[config.mk]
export PLATFORM = sky130hd
export DESIGN_NAME = ex_mem_reg
export DESIGN_NICKNAME = d
export VERILOG_FILES = /design/src/rtl/ex_mem_reg_pkg.sv /design/src/rtl/ex_mem_slot.sv /design/src/rtl/ex_mem_reg.sv
export SDC_FILE = /design/constraint.sdc
export NUM_CORES = 1
export LEC_CHECK = 0
export ABC_AREA = 1
export CAP_MARGIN = 10
export CORE_AREA = 2 2 116 118
export DETAILED_ROUTE_END_ITERATION = 8
export DIE_AREA = 0 0 118 120
export DONT_BUFFER_PORTS = 1
export SETUP_SLACK_MARGIN = 0.3
export SLEW_MARGIN = 20
export SYNTH_ARGS = -nofsm -noshare
export SYNTH_HDL_FRONTEND = slang
export SYNTH_SLANG_ARGS = --single-unit
[constraint.sdc]
create_clock -name clk -period 2.1 [get_ports clk]
set_clock_uncertainty 0.15 [all_clocks]
set_input_delay 0.21 -clock clk [delete_from_list [all_inputs] [get_ports clk]]
set_output_delay 0.21 -clock clk [all_outputs]
set_load 0.02 [all_outputs]
[src/rtl/ex_mem_reg_pkg.sv]
// Shared types for the EX/MEM pipeline register.
// EX_MEM_SKID_EN adds the SKID state to the state enum.
package ex_mem_reg_pkg;

   typedef logic [31:0] data_t;
   typedef logic [31:0] instr_t;

   localparam instr_t NOP = 32'h0000_0013;

`ifdef EX_MEM_SKID_EN
   typedef enum logic [1:0] {
      EMPTY = 2'd0,
      FULL  = 2'd1,
      SKID  = 2'd2
   } state_e;
`else
   typedef enum logic [1:0] {
      EMPTY = 2'd0,
      FULL  = 2'd1
   } state_e;
`endif

   typedef struct packed {
      data_t  alu_result;
      data_t  pc;
      data_t  rs2;
      instr_t instr;
      logic   rd_wren;
   } entry_t;

   localparam entry_t ENTRY_RST = '{
      alu_result: 32'h0,
      pc:         32'h0,
      rs2:        32'h0,
      instr:      NOP,
      rd_wren:    1'b0
   };

   function automatic logic [4:0] rd_of(input instr_t i);
      return i[11:7];
   endfunction

endpackage

[src/rtl/ex_mem_slot.sv]
// One registered EX/MEM entry with load and clear.
// Clear wins over load and restores the reset entry.
module ex_mem_slot
   import ex_mem_reg_pkg::*;
(
   input  logic   clk,
   input  logic   rst_n,
   input  logic   load_i,
   input  logic   clear_i,
   input  entry_t d_i,
   output entry_t q_o
);

   entry_t entry_q;
   entry_t entry_d;

   // Next entry: clear, load or hold.
   always_comb begin
      entry_d = entry_q;
      if (clear_i) begin
         entry_d = ENTRY_RST;
      end else if (load_i) begin
         entry_d = d_i;
      end
   end

   // Entry register, reset to a NOP bubble.
   always_ff @(posedge clk or negedge rst_n) begin
      if (!rst_n) begin
         entry_q <= ENTRY_RST;
      end else begin
         entry_q <= entry_d;
      end
   end

   assign q_o = entry_q;

endmodule

[src/rtl/ex_mem_reg.sv]
// EX/MEM pipeline register with valid/ready handshake and forwarding.
// Define EX_MEM_SKID_EN for a second (skid) slot and registered ex_ready.
module ex_mem_reg
   import ex_mem_reg_pkg::*;
(
   input  logic   clk,
   input  logic   rst_n,
   input  logic   ex_valid,
   output logic   ex_ready,
   input  data_t  alu_result,
   input  logic   rd_wren,
   input  data_t  pc,
   input  data_t  rs2,
   input  instr_t instr,
   input  logic   flush,
   output logic   mem_valid,
   input  logic   mem_ready,
   output data_t  mem_alu_result,
   output data_t  mem_pc,
   output data_t  mem_rs2,
   output instr_t mem_instr,
   output logic   mem_rd_wren,
   output data_t  ex_ex_fwd_data,
   output logic [4:0] fwd_rd,
   output logic   fwd_valid
);

   state_e state_q;
   state_e state_d;
   entry_t in_entry;
   entry_t out_entry;
   entry_t out_d;
   logic   accept;
   logic   transfer;
   logic   load_out;
   logic   clear_out;

   assign in_entry = '{
      alu_result: alu_result,
      pc:         pc,
      rs2:        rs2,
      instr:      instr,
      rd_wren:    rd_wren
   };

   assign mem_valid = (state_q != EMPTY);
   assign transfer  = mem_valid && mem_ready;
   assign accept    = ex_valid && ex_ready;

`ifdef EX_MEM_SKID_EN

   entry_t skid_entry;
   logic   ex_ready_q;
   logic   ex_ready_d;
   logic   load_skid;
   logic   clear_skid;
   logic   sel_skid;

   // Next state and slot controls; flush overrides everything.
   always_comb begin
      state_d    = state_q;
      load_out   = 1'b0;
      clear_out  = 1'b0;
      load_skid  = 1'b0;
      clear_skid = 1'b0;
      sel_skid   = 1'b0;
      unique case (state_q)
         EMPTY: begin
            if (accept) begin
               state_d  = FULL;
               load_out = 1'b1;
            end
         end
         FULL: begin
            if (accept && transfer) begin
               load_out = 1'b1;
            end else if (accept) begin
               state_d   = SKID;
               load_skid = 1'b1;
            end else if (transfer) begin
               state_d = EMPTY;
            end
         end
         SKID: begin
            if (transfer) begin
               state_d    = FULL;
               load_out   = 1'b1;
               sel_skid   = 1'b1;
               clear_skid = 1'b1;
            end
         end
         default: state_d = EMPTY;
      endcase
      if (flush) begin
         state_d    = EMPTY;
         load_out   = 1'b0;
         load_skid  = 1'b0;
         sel_skid   = 1'b0;
         clear_out  = 1'b1;
         clear_skid = 1'b1;
      end
      ex_ready_d = (state_d != SKID);
   end

   // State and registered ready.
   always_ff @(posedge clk or negedge rst_n) begin
      if (!rst_n) begin
         state_q    <= EMPTY;
         ex_ready_q <= 1'b1;
      end else begin
         state_q    <= state_d;
         ex_ready_q <= ex_ready_d;
      end
   end

   assign ex_ready = ex_ready_q;
   assign out_d    = sel_skid ? skid_entry : in_entry;

   ex_mem_slot u_skid (
      .clk     (clk),
      .rst_n   (rst_n),
      .load_i  (load_skid),
      .clear_i (clear_skid),
      .d_i     (in_entry),
      .q_o     (skid_entry)
   );

`else

   // Next state and slot controls; flush overrides everything.
   always_comb begin
      state_d   = state_q;
      load_out  = 1'b0;
      clear_out = 1'b0;
      unique case (state_q)
         EMPTY: begin
            if (accept) begin
               state_d  = FULL;
               load_out = 1'b1;
            end
         end
         FULL: begin
            if (accept) begin
               load_out = 1'b1;
            end else if (transfer) begin
               state_d = EMPTY;
            end
         end
         default: state_d = EMPTY;
      endcase
      if (flush) begin
         state_d   = EMPTY;
         load_out  = 1'b0;
         clear_out = 1'b1;
      end
   end

   // State register.
   always_ff @(posedge clk or negedge rst_n) begin
      if (!rst_n) begin
         state_q <= EMPTY;
      end else begin
         state_q <= state_d;
      end
   end

   assign ex_ready = !mem_valid || mem_ready;
   assign out_d    = in_entry;

`endif

   ex_mem_slot u_out (
      .clk     (clk),
      .rst_n   (rst_n),
      .load_i  (load_out),
      .clear_i (clear_out),
      .d_i     (out_d),
      .q_o     (out_entry)
   );

   assign mem_alu_result = out_entry.alu_result;
   assign mem_pc         = out_entry.pc;
   assign mem_rs2        = out_entry.rs2;
   assign mem_instr      = out_entry.instr;
   assign mem_rd_wren    = out_entry.rd_wren;

   assign ex_ex_fwd_data = out_entry.alu_result;
   assign fwd_rd         = rd_of(out_entry.instr);
   assign fwd_valid      = mem_valid && mem_rd_wren
                         && (fwd_rd != 5'd0);

endmodule

==> reports/summary.txt, run 1 <==
Crit share post-route: 82.9%
Detailed Place HPWL: 9420 microns
Rows: 42
Crit path required time: 1.74 ns
Power per cell area: 848 nW/um^2
CTS tree: built
Die Y: 120 microns
Hold Slack: -0.656 ns
Core Area: 13000 sq um
Worst path arrival time: 1.38 ns
Mapped Cells: 640
Ys Warns: 0
Slowest stage cell, crit path: dfrtp_1
Die W: 118 microns
Vias: 5079
Pre-antenna DRT Iters: 5
Worst setup EP type: output port
Max Cap Viol: 0
Hold Violations, Final: 252
Area of the mapped netlist: 5940 sq um
Min cycle time layout: 1.74 ns
LEAKAGE: 3.76 nW
Setup tns final: 0 ns
CTS root buf: clkbuf_16
Gp weighted congestion: 0.756
Antenna viol nets, final: 0
CP Max Fanout: 40
Unrepaired setup endpoints after global routing: yes
Sequential share of the synthesized area: 54.9%
Cell Count, Final, Fillers Out: 886
# diodes: 0
Total gr overflow: 0
Failing checks: negative hold slack
Final WL: 17100 microns
# clock sinks: 130
Initial core utilization: 45.7%
#FFs+latches synth: 130
Setup Viol. Count Final: 0
Num CTS Buffers: 17
Tot GR Track Use: 24.4%
Cell chain of the critical path: nand2_4 > buf_16
WP buf/inv: 1
Fillers: 1058
Layout cells sized above 1: 7.46%
CP top delay family: flip-flops
Vias per inst: 5.73
Worst hold path type: input pin to async pin
Slowest stage delay, CP: 0.54 ns
Nets: 832
Skew-Pair Late Insertion Delay: 0.41 ns
Clk buf depth: 2
Hold buffers post-CTS: 135
Slew Limit Fails: 0
Initial antenna violation count: 0
Placed cell areas: 5650 sq um
Synthesized area per cell: 9.28 sq um
Yosys cell types: 16
Fmax: 0.575 GHz
# port buffers: 0
Worst-margin pin slew: 0.496 ns
Vias in the first global route: 5164
H-tree levels: 4
First DRT Iteration DRCs: 390
DIE AREA: 14200 sq um
Worst Path Class, Setup: flop to output port
Setup Buffers After CTS: 0
Clk pin slew, worst setup/hold paths: 0.05 ns
Mapped Nets: 774
Largest net degree at the start of global routing: 131
Outcome: finished, violations left
Post-route DRC: 0
Avg WL per Cell: 19.3 microns
CP startpoint kind: flop
Layout area overhead: 28.1%
Design Area, Final: 7610 sq um
Ports: 303
Worst slew margin: 66.9%
Inst Count DP: 719
First-pass GRT wire length: 27500 microns
Worst VDD drop: 512 uV
==> routing by layer <==
layer  GRT usage (%)  part of all wire (%)  vias up
met4            11.1                   3.0        0
met1            28.4                    38     2434
li1                -                     -     2328
met5               0                     0        -
met3            7.46                   8.0       43
met2            41.4                    51      274
==> synthesized netlist by cell type <==
cell      count  area (sq um)
nand4_1     126           788
nand2_1     136           510
a21oi_1       1          5.00
inv_1         2          7.51
clkbuf_1      1          3.75
nand3_1     129           646
buf_2        57           285
dfrtp_1     127          3180
inv_2         2          7.51
buf_4        44           330
buf_6         5          56.3
or2_2         3          18.8
nand2_2       1          6.26
nor2_1        2          7.51
dfstp_2       3          78.8
o21bai_1      1          7.51
==> cells by family after synthesis <==
group,after synthesis,share of synthesized area (%)
AOI/OAI and AO/OA,2,0.211
buffers and inverters,111,11.6
DFF,130,54.9
and+or+nand+nor,397,33.3
==> worst paths after layout <==
check                            endpoint          from  depth (start not counted)  slack (ns)
max in group asynchronous    u_out.q_o[2]         rst_n                          0        2.13
min in group clk            u_out.q_o[21]      ex_valid                          2       -0.18
hold / removal              u_out.q_o[23]         rst_n                          0       -0.66
setup reg to reg           u_out.q_o[103]    state_q[0]                          4        0.39
setup / recovery                 ex_ready    state_q[0]                          2        0.36
hold reg to reg              u_out.q_o[5]  u_out.q_o[5]                          2        0.40
==> timing repair <==
item	in CTS	in global routing
endpoints found under the hold margin	260	252
cloned	1	0
gates resized for setup	2	6
endpoints found under the setup margin	2	2
pin swaps	0	4
==> power by group <==
group / total [W] / internal (W) / switching [W]
combinational: 0.000596 / 0.000301 / 0.000294
clock: 0.00280 / 0.00179 / 0.00101
sequential: 0.00306 / 0.00266 / 0.000394
==> state kept, by name, indices dropped and copies added, names as in the netlist <==
register / count
state_q: 1
u_out.q_o: 129
==> stage by stage <==
| stage | hold slack (ns) | util (%) | power (W) | worst slack [ns] |
|---|---|---|---|---|
| global placement | -0.233 | 43.5 | 0.00344 | 0.525 |
| floorplan | -0.236 | - | 0.00345 | 0.762 |
| finish | -0.656 | 58.6 | 0.00645 | 0.360 |
| CTS | -0.677 | 58.5 | 0.00651 | 0.302 |
| detailed placement | -0.233 | 43.5 | 0.00346 | 0.478 |
| global route | -0.682 | 58.6 | 0.00673 | 0.227 |
==> cell type report <==
| class | instances | area [sq um] | share of cell area (%) |
|---|---|---|---|
| clock buffer | 25 | 475 | 6.25 |
| sequential | 130 | 3260 | 42.9 |
| tap | 176 | 220 | 2.90 |
| clock inverter | 6 | 80.1 | 1.05 |
| inverter | 4 | 20.0 | 0.263 |
| multi-input combinational | 399 | 2010 | 26.4 |
| timing repair buffer | 146 | 1540 | 20.3 |
==> placed cells by master (no fill, tap or decap) <==
cell and instances:
inv_1 1, a21oi_1 1, clkbuf_1 6, o21bai_1 1, nor2_2 2, inv_2 2, dfrtp_1 123, buf_12 5
clkinv_2 4, dfstp_2 3, inv_6 1, bufbuf_16 1, bufinv_16 2, nand2_4 2, nand2_1 135, nand3_1 129
dlygate4sd3_1 135, nand4_1 126, or2_2 3, clkbuf_16 17, dfrtp_2 4, buf_16 1, buf_4 4, clkbuf_8 2
(Power assumes the default switching activity.)
==> inputs of run 2 (changes only) <==
==> constraint.sdc (replaced) <==
create_clock -name clk -period 1.8 [get_ports clk]
set_clock_uncertainty 0.15 [all_clocks]
set_input_delay 0.18 -clock clk [delete_from_list [all_inputs] [get_ports clk]]
set_output_delay 0.18 -clock clk [all_outputs]
set_load 0.02 [all_outputs]
==> run 2 against run 1 <==
The run still ends with negative hold slack left. Final cell count up 0.34%. Critical path depth up 2. Clock-buffer cell count up 2.
==> reports/summary.txt, run 2 (synthesis results as in run 1) <==
Commonest non-fill, non-tap cell in the layout: nand2_1
Switching share of power: 26.2% (was 26.3%)
Hold Violations, Final: 256 (was 252)
CTS root buf: clkbuf_16 (unchanged)
Crit path required time: 1.47 ns (was 1.74 ns)
Layout cells sized above 1: 8.56% (was 7.46%)
Die W: 118 microns (unchanged)
Worst path arrival time: 1.35 ns (was 1.38 ns)
Worst r2r path cells: 5 (was 4)
CP startpoint kind: flop (unchanged)
Detailed Place HPWL: 9560 microns (was 9420 microns)
Ports: 303 (unchanged)
Initial core utilization: 45.7% (unchanged)
Pre-antenna DRT Iters: 5 (unchanged)
Vias per inst: 5.88 (was 5.73)
Crit share post-route: 93.1%
CP Max Fanout: 4 (was 40)
Failing checks: negative hold slack (unchanged)
Layout area overhead: 29.7% (was 28.1%)
Clock group share of total power: 43.7% (was 43.4%)
Hold Slack: -0.682 ns (was -0.656 ns)
Gp weighted congestion: 0.757 (was 0.756)
Avg WL per Cell: 19.5 microns (was 19.3 microns)
Vias: 5224 (was 5079)
DIE AREA: 14200 sq um (unchanged)
Worst-margin pin slew: 0.458 ns (was 0.496 ns)
Worst Path Class, Setup: flop to output port (unchanged)
Reg-to-Reg End: u_out.q_o[7] (was u_out.q_o[103])
Largest net degree at the start of global routing: 131 (unchanged)
Sequential power share: 46.7% (was 47.4%)
Worst hold path type: input pin to async pin (unchanged)
Post-route DRC: 0 (unchanged)
CTS tree: built (unchanged)
First DRT Iteration DRCs: 432 (was 390)
LEAKAGE: 3.84 nW (was 3.76 nW)
Internal Power: 0.00562 W (was 0.00476 W)
Num CTS Buffers: 17 (unchanged)
Worst VDD drop: 597 uV (was 512 uV)
Unrepaired setup endpoints after global routing: yes (unchanged)
Worst slew margin: 69.5% (was 66.9%)
Hold buffers post-CTS: 131 (was 135)
First-pass GRT wire length: 27300 microns (was 27500 microns)
Min cycle time layout: 1.68 ns
Die Y: 120 microns (unchanged)
Slew Limit Fails: 0 (unchanged)
H-tree levels: 4 (unchanged)
Clk buf depth: 2 (unchanged)
Rows: 42 (unchanged)
Max reg flops: 129 (unchanged)
Max Cap Viol: 0 (unchanged)
Reg-to-reg setup timing slack: 0.37 ns (was 0.39 ns)
Final WL: 17300 microns (was 17100 microns)
Fmax: 0.596 GHz
Outcome: finished, violations left (unchanged)
Skew-Pair Late Insertion Delay: 0.40 ns (was 0.41 ns)
Clk pin slew, worst setup/hold paths: 0.05 ns (about the same)
Setup Viol. Count Final: 0 (unchanged)
Total gr overflow: 0 (unchanged)
Tot GR Track Use: 24.4% (about the same)
Nets: 835 (was 832)
# port buffers: 0 (unchanged)
Switching power: 0.00199 W (was 0.00169 W)
Reg-to-reg startpoint: state_q[0] (unchanged)
Initial antenna violation count: 0 (unchanged)
Logic pwr share: 9.6% (was 9.2%)
Vias in the first global route: 5053 (was 5164)
Setup tns final: 0 ns (unchanged)
Most frequent cells in the layout: nand2_1 (135), dlygate4sd3_1 (130), nand3_1 (129) (was nand2_1 (135), dlygate4sd3_1 (135), nand3_1 (129))
Worst setup EP type: output port (unchanged)
Power per cell area: 989 nW/um^2 (was 848 nW/um^2)
# clock sinks: 130 (unchanged)
Core Area: 13000 sq um (unchanged)
# diodes: 0 (unchanged)
Antenna viol nets, final: 0 (unchanged)
run 2: cell count changes in the layout (fill, tap and decap cells not counted), moves of 2 or more:
cell / before / now
clkbuf_1: 6 / 3
dlygate4sd3_1: 135 / 130
buf_12: 5 / 7
clkbuf_8: 2 / 7
buf_4: 4 / 7
run 2: through the flow:
stage	cells	setup WS [ns]	power (W)	util, %	instance area [sq um]
floorplan	640	0.462	0.00403	-	5940
global placement	723	0.459	0.00403	43.9	5690
detailed placement	723	0.463	0.00405	43.9	5690
CTS	889	0.103	0.00765	59.2	7680
global route	889	0.0342	0.00791	59.3	7700
finish	889	0.123	0.00761	59.3	7700
run 2: area by class of cell:
class | instances | area [sq um]
Multi-Input combinational cell | 399 | 2000
Tap cell | 176 | 220
Clock inverter | 4 | 45.0
Timing Repair Buffer | 149 | 1610
Clock buffer | 27 | 533
Fill cell | 1062 | 5280
Sequential cell | 130 | 3260
Inverter | 4 | 27.5
run 2: layer usage:
layer | global-route usage, % | share of wire (%)
met1 | 29.8 | 38
met2 | 40.3 | 52
met3 | 7.70 | 7.5
met4 | 9.71 | 2.1
met5 | 0 | 0
run 2: worst max path at each step:
stage	cells after the start	slack [ns]	to	start
after floorplan	5	0.46	u_out.q_o[16]	state_q[0]
after global placement	4	0.46	fwd_valid	u_out.q_o[11]
after detailed placement	6	0.46	u_out.q_o[2]	state_q[0]
after CTS	4	0.10	fwd_valid	u_out.q_o[10]
after global routing	4	0.03	fwd_valid	u_out.q_o[9]
final	4	0.12	fwd_valid	u_out.q_o[10]
run 2: critical path, cell delays in order (launching register included):
cell and delay [ns]:
dfrtp_2 0.50, nor2_1 0.14, nand2_1 0.06, o21bai_1 0.15
inv_2 0.09
run 2: what timing repair did:
action	CTS	global route
pin swaps	3	0
setup buffers	2	0
hold endpoints to repair	260	256
endpoints found under the setup margin	2	99
cloned	2	0
resized for setup	5	6
run 2: power by group through the flow:
stage / Sequential (W) / Clock [W] / Combinational [W]
6_report: 0.00356 / 0.00333 / 0.000731
5_1_grt: 0.00358 / 0.00353 / 0.000800
4_1_cts: 0.00355 / 0.00338 / 0.000718
3_5_place_dp: 0.00360 / 0 / 0.000452
3_3_place_gp: 0.00360 / 0 / 0.000431
2_1_floorplan: 0.00348 / 0 / 0.000546
